`src/rtl/fabric_sequencer.sv`:
```
// Job sequencer: captures a job, streams depth strided SRAM step addresses to the tiles, drains, then reports done.
// First step one cycle after LOAD; step_addr/step_last hold while step_ready is low and the stall is counted.
module fabric_sequencer #(
    parameter int ADDR_WIDTH   = 32,
    parameter int NUM_TILES    = 4,
    parameter int DRAIN_CYCLES = 3
) (
    input  logic                  s_axi_aclk,
    input  logic                  s_axi_areset,
    input  logic                  fabric_start,
    input  logic [ADDR_WIDTH-1:0] fabric_base_addr,
    input  logic [15:0]           fabric_depth,
    input  logic [7:0]            fabric_stride,
    input  logic [NUM_TILES-1:0]  fabric_tile_mask,
    input  logic [14:0]           fabric_lane_mask,
    input  logic                  step_ready,
    output logic                  step_valid,
    output logic [11:0]           step_addr,
    output logic                  step_last,
    output logic [NUM_TILES-1:0]  step_tile_en,
    output logic [14:0]           step_lane_mask,
    output logic                  acc_clear,
    output logic                  busy,
    output logic                  fabric_done,
    output logic [31:0]           cycle_count,
    output logic [31:0]           utilization_count,
    output logic [31:0]           burst_wait_cycles
);

    localparam logic [2:0] S_IDLE  = 3'd0;
    localparam logic [2:0] S_LOAD  = 3'd1;
    localparam logic [2:0] S_RUN   = 3'd2;
    localparam logic [2:0] S_DRAIN = 3'd3;
    localparam logic [2:0] S_DONE  = 3'd4;

    localparam logic [3:0] DRAIN_LAST = 4'(DRAIN_CYCLES - 1);

    logic [2:0]  state;
    logic [15:0] depth_q;
    logic [7:0]  stride_q;
    logic [15:0] step_idx;
    logic [3:0]  drain_cnt;
    logic        accept;
    logic        unused_addr_bits;

    // Only the low 12 address bits reach the SRAM; the rest are deliberately dropped.
    assign unused_addr_bits = ^fabric_base_addr;

    assign step_valid  = (state == S_RUN);
    assign step_last   = (state == S_RUN) && (step_idx == depth_q - 16'd1);
    assign acc_clear   = (state == S_LOAD);
    assign busy        = (state == S_LOAD) || (state == S_RUN) || (state == S_DRAIN);
    assign fabric_done = (state == S_DONE);
    assign accept      = step_valid && step_ready;

    function automatic logic [31:0] sat_inc(input logic [31:0] v);
        return (v == 32'hFFFF_FFFF) ? v : v + 32'd1;
    endfunction

    always_ff @(posedge s_axi_aclk) begin
        if (s_axi_areset) begin
            state             <= S_IDLE;
            depth_q           <= '0;
            stride_q          <= '0;
            step_idx          <= '0;
            drain_cnt         <= '0;
            step_addr         <= '0;
            step_tile_en      <= '0;
            step_lane_mask    <= '0;
            cycle_count       <= '0;
            utilization_count <= '0;
            burst_wait_cycles <= '0;
        end else begin
            case (state)
                S_IDLE: begin
                    if (fabric_start) state <= S_LOAD;
                end
                S_LOAD: begin
                    // Job parameters are sampled once here; later input changes are ignored.
                    step_addr         <= fabric_base_addr[11:0];
                    depth_q           <= fabric_depth;
                    stride_q          <= fabric_stride;
                    step_tile_en      <= fabric_tile_mask;
                    step_lane_mask    <= fabric_lane_mask;
                    step_idx          <= '0;
                    drain_cnt         <= '0;
                    cycle_count       <= 32'd1;
                    utilization_count <= '0;
                    burst_wait_cycles <= '0;
                    if ((fabric_depth == 16'd0) || (fabric_tile_mask == '0))
                        state <= S_DRAIN;
                    else
                        state <= S_RUN;
                end
                S_RUN: begin
                    cycle_count <= sat_inc(cycle_count);
                    if (accept) begin
                        utilization_count <= sat_inc(utilization_count);
                        step_addr         <= step_addr + {4'd0, stride_q};
                        step_idx          <= step_idx + 16'd1;
                        if (step_last) begin
                            state     <= S_DRAIN;
                            drain_cnt <= '0;
                        end
                    end else begin
                        burst_wait_cycles <= sat_inc(burst_wait_cycles);
                    end
                end
                S_DRAIN: begin
                    cycle_count <= sat_inc(cycle_count);
                    if (drain_cnt == DRAIN_LAST)
                        state <= S_DONE;
                    else
                        drain_cnt <= drain_cnt + 4'd1;
                end
                S_DONE: begin
                    if (!fabric_start) state <= S_IDLE;
                end
                default: state <= S_IDLE;
            endcase
        end
    end

endmodule

```
`config.mk`:
```
export PLATFORM = sky130hd
export DESIGN_NAME = fabric_sequencer
export DESIGN_NICKNAME = d
export VERILOG_FILES = /design/src/rtl/fabric_sequencer.sv
export SDC_FILE = /design/constraint.sdc
export NUM_CORES = 1
export LEC_CHECK = 0
export ABC_AREA = 1
export CORE_UTILIZATION = 33
export CTS_BUF_LIST = sky130_fd_sc_hd__clkbuf_8 sky130_fd_sc_hd__clkbuf_16
export DETAILED_ROUTE_END_ITERATION = 10
export PLACE_DENSITY = 0.64
export SKIP_LAST_GASP = 1
export SYNTH_ARGS = -nofsm -noshare
export SYNTH_HDL_FRONTEND = slang
export SYNTH_SLANG_ARGS = --single-unit
```
`constraint.sdc`:
```
create_clock -name s_axi_aclk -period 2.8 [get_ports s_axi_aclk]
set_input_delay 0.42 -clock s_axi_aclk [delete_from_list [all_inputs] [get_ports s_axi_aclk]]
set_output_delay 0.42 -clock s_axi_aclk [all_outputs]
set_load 0.01 [all_outputs]
```
# [Yosys cells after proc, flatten, opt, wreduce, memory -nomap -nowiden]
# Cells that the tools add are included.
[op_classes] add_sub_neg=7 mux=23 n_eq_ne=19 reduce_logical=18
[op_table] operator="$pmux W32 S2" count=3
[op_table] operator="$mux W32" count=5
[op_table] operator="$add A32 B1 Y32 const B" count=3
[op_table] operator="$eq A32 B32 Y1 const B" count=3
[op_table] operator="$pmux W16 S2" count=1
[op_table] operator="$pmux W12 S2" count=1
[op_table] operator="$add A16 B1 Y16 const B" count=1
[op_table] operator="$eq A16 B16 Y1" count=1
[op_table] operator="$logic_not A16 Y1" count=1
[op_table] operator="$mux W16" count=1
[op_table] operator="$sub A16 B1 Y16 const B" count=1
[op_table] operator="$mux W3" count=5
[op_table] operator="$pmux W3 S5" count=1
[op_table] operator="$ne A2 B2 Y1 const B" count=7
[op_table] operator="$add A12 B8 Y12" count=1
[op_table] operator="$mux W12" count=1
[op_table] operator="$mux W4" count=3
[op_table] operator="$pmux W4 S3" count=1
[op_table] operator="$eq A3 B2 Y1 const B" count=2
[op_table] operator="$ne A2 B1 Y1 const B" count=3
[op_table] operator="$reduce_and A3 Y1" count=2
[op_table] operator="$reduce_and A5 Y1" count=1
[op_table] operator="$add A4 B1 Y4 const B" count=1
[op_table] operator="$eq A4 B2 Y1 const B" count=1
[op_table] operator="other kinds (12)" count=17
[word_totals] output_inout_bits=132 inputBits=79 regBits=174

# [Depth between registers and ports, before layout]
[logic_depth] depth_word=6 depth_mapped=17 depth_no_buf=17

# [Least setup slack after synthesis]
# No wires, ideal clock.
[synth_timing] kind="register to register" start="reg step_addr[0]" end="reg step_addr[10]" synth_period_minus_slack_ns=2.102 path_slack_ns=0.698 t_arrival_ns=1.970 stages_incl_launch_ff=16 n_path_buf=0 path_cell_list="dfxtp_1 > ha_1 > inv_1 > fa_1 > inv_1 > nand3_1 > nand2_1 > nand2_1 > nand2_1 > a21oi_1 > o21ai_0 > nand2_1 > nand2_1 > nand2_1 > o21bai_1 > a21oi_1"
[synth_via] elab_chain_cells=3
[synth_lines] element="start, declared" line_no="18" text="output logic [11:0] step_addr,"
[synth_lines] element="start signal, assigned" line_no="80" text="step_addr <= fabric_base_addr[11:0];"
[synth_lines] element="start signal, assigned" line_no="99" text="step_addr <= step_addr + {4'd0, stride_q};"
[synth_lines] element="$add A12 B8 Y12" line_no="99"
[synth_lines] element="$mux W12" line_no="97" text="if (accept) begin"
[synth_lines] element="$pmux W12 S2" line_no="74" text="case (state)"
# No other way between the ends. The select of a mux whose other input is x is not followed.
# A chain may end at the register's enable or synchronous reset.

# [Worst setup path after layout]
[layout_timing] start="reg depth_q[1]" end="out step_last"
[layout_via] elab_chain_cells=3
[layout_lines] element="start, declared" line_no="39" text="logic [15:0] depth_q;"
[layout_lines] element="start signal, assigned" line_no="81" text="depth_q <= fabric_depth;"
[layout_lines] element="$sub A16 B1 Y16" line_no="50" text="assign step_last = (state == S_RUN) && (step_idx == depth_q - 16'd1);"
[layout_lines] element="$eq A16 B16 Y1" line_no="50"
[layout_lines] element="$logic_and A1 B1 Y1" line_no="50"
[layout_lines] element="end, declared" line_no="19" text="output logic step_last,"
# No other way between the ends.

==> out/qor.txt <==
Post-CTS Setup Bufs -> 0
Largest net degree at the start of global routing -> 50
Seq/Total Area, Yosys -> 0.348
Fill cell count -> 3037
Top Family by Delay on Critical Path -> simple AND/OR/NAND/NOR gates
Final period util -> 0.922
Final GP Congestion -> 0.916
Clock network fraction of design power -> 0.237
DR vias/cell -> 5.01
Largest cells by area after synthesis -> dfxtp_1, nand2_1, nor2_1
Worst min path class -> primary input to flip-flop
Row count -> 63
Commonest cells post-synth -> nand2_1, nor2_1, dfxtp_1
Synth Net Count -> 1605
Global-route usage over all layers -> 0.198
Cells after synthesis -> 1510
Pre-CTS WS -> 0.162 ns
Sequential Power Share -> 0.325
NetSw -> 4250 uW
P&R area growth vs syn -> 28.9%
Layout cells sized above 1 -> 0.0651
Pleak -> 0.00455 uW
WP data arrival -> 2.16 ns
1st-pass router iterations -> 5
Initial DRC count -> 621
Crit path max-delay cell type -> dfxtp_1
Reg-to-Reg Start -> step_addr[0]
WS Path Type -> flip-flop to output pin
Utilization after layout -> 0.434
Top cell type's share of synthesized area -> 0.348
Hold path start -> s_axi_areset
Worst-path clk slew -> 0.07 ns
Slew margin rel. -> 0.580
Power, Total -> 9910 uW
Core area -> 29700 sq um
Number of synthesized flops with an enable pin -> 0
FFs w/ async S/R, synth -> 0
Vias in the first global route -> 9996
Register area -> 3480 sq um
CP Launch Point -> depth_q[1]
Post-synth cell types -> 51
P per Cell Area -> 768 nW/um^2
Final-report max-slew violation count -> 0
Yosys warns -> 0
Post-CTS Hold Fix Bufs -> 0
Max-Cap Viols -> 0
Congestion Overflow GR -> 0
Initial antenna violation count -> 0
Fin nets -> 1786
Multi-input combinational cell area -> 5810 sq um
Die Area -> 31100 sq um
H-tree levels -> 4
Die X -> 176 microns
Chip Height -> 176 microns
Worst path required time -> 2.38 ns
Final Hold Vio Count -> 0
Fmax -> 387 MHz
Outcome -> complete, no violations
Syn avg cell area -> 6.63 sq um
Diodes inserted -> 0
RSZ-0062 raised after global routing -> true
Clock Tree Buf Depth -> 2
Switching share of power -> 0.429
Initial Util -> 0.337
Worst-margin pin slew -> 0.624 ns
I/O pins -> 211
Num CTS Buffers -> 17
Top_reg_cell synth -> dfxtp_1
Count of input and output buffers -> 190
Remaining DRCs -> 0
First-pass GRT wire length -> 49800 microns
Vias -> 10500
P_int -> 5660 uW
Clock Tree Root -> clkbuf_16
Seq cells post-synth -> 174
Yosys top cell by area -> dfxtp_1
Clk Latency, worst-skew pair -> 0.43 ns
Setup slack after layout -> 0.219 ns
Detail Placement HPWL -> 22800 microns
Maximum VDD drop -> 440 uV
CP max FO -> 5
Clock Skew -> 0.0157 ns
Syn Std Cell Area -> 10000 sq um
Post-route ant nets -> 0
Critical path endpoint category -> output pin
Min cycle time layout -> 2.58 ns
Startpoint Class -> flip-flop
DRT Wirelength -> 30600 microns
Buf/Inv on CP -> 2
Final setup viols -> 0
Most common cell in the netlist -> nand2_1
Final hold slack -> 0.328 ns
Combinational Power Share -> 0.438
WL/cell -> 14.6 microns
CTS tree -> built
Critical-path cell list -> inv_1, ha_2, nand2_2, nor2_4, xor2_1, nor3_1, nand4_1, nor3_2, clkbuf_2
Clock tree sinks -> 174
Peak per-stage delay on the critical path -> 0.33 ns
## kinds of logic after synthesis
logic type      count (synthesis)  share of synthesized area
simple gates                  836                      0.372
compound gates                238                      0.129
buf+inv                       182                     0.0741
flops                         174                      0.348
xor+xnor                       64                     0.0560
fa+ha+maj                      16                     0.0207
## registers in the layout, indices dropped and copies added (netlist names)
| name | count |
|---|---|
| step_addr | 12 |
| stride_q | 8 |
| state | 3 |
| depth_q | 16 |
| cycle_count | 32 |
| burst_wait_cycles | 32 |
| step_lane_mask | 15 |
| step_idx | 16 |
| step_tile_en | 4 |
| utilization_count | 32 |
| drain_cnt | 4 |
## timing repair
action / 4_1_cts / 5_1_grt
gates resized for setup: 2 / 5
hold endpoints to repair: 0 / 0
endpoints found under the setup margin: 2 / 2
## layout by cell type, fill, tap and decap left out, drive strengths merged, types with 2 or more instances in the layout
cell / n
o21a: 5
nand2: 365
clkbuf: 18
a22oi: 3
clkdlybuf4s50: 188
o211ai: 3
dfxtp: 174
o211a: 2
nor2: 253
o21ai: 88
a211oi: 4
xor2: 39
a21oi: 118
nor4: 24
and3: 4
nor3: 60
ha: 15
nand3b: 4
o21bai: 6
nand3: 78
nand4: 39
a31oi: 6
nor3b: 3
or2: 4
xnor2: 25
inv: 140
buf: 22
clkinv: 7
## layout make-up
type / instances / area share
timing repair buffer: 211 / 0.159
multi-input combinational: 1154 / 0.450
sequential: 174 / 0.270
tap: 390 / 0.0378
inverter: 133 / 0.0390
clock inverter: 15 / 0.0115
clock buffer: 17 / 0.0330
## worst paths after layout
| check | end | slack [ns] | cells after the start |
|---|---|---|---|
| max | step_last | 0.22 | 9 |
| min | cycle_count[0] | 0.33 | 4 |
| max reg2reg | step_addr[10] | 0.42 | 15 |
| min reg2reg | step_idx[14] | 0.48 | 2 |
## worst reg2reg max path, cell delays in order, from the launching register on
cell	delay, ns
dfxtp_1	0.36
ha_1	0.21
inv_1	0.09
fa_1	0.35
inv_1	0.10
nand3_1	0.07
nand2_1	0.10
nand2_1	0.05
nand2_1	0.06
a21oi_1	0.08
o21ai_0	0.35
nand2_1	0.12
nand2_1	0.08
nand2_1	0.04
o21bai_1	0.13
a21oi_1	0.07
## metal layers
metal / part of all wire / up-vias / GRT usage
li1: - / 5336 / -
met1: 0.46 / 4798 / 0.261
met2: 0.46 / 330 / 0.331
met3: 0.068 / 28 / 0.0394
met4: 0.012 / 0 / 0.0457
met5: 0 / - / 0
## stage by stage
stage / TNS (ns) / area (sq um) / std cells
after CTS: -0.0166 / 12900 / 2094
final: 0 / 12900 / 2094
after floorplan: 0 / 10000 / 1510
after detailed placement: 0 / 12300 / 2062
after global placement: 0 / 12300 / 2062
after global routing: -0.0254 / 12900 / 2094
## power by group through the flow
stage | logic [uW] | clock network, uW | registers [uW]
after floorplan | 2910 | 0 | 3280
after global placement | 4290 | 0 | 3260
after detailed placement | 4330 | 0 | 3270
after CTS | 4360 | 2430 | 3220
after global routing | 4910 | 2510 | 3280
final | 4340 | 2350 | 3220
Power figures use the tool's default switching activity.
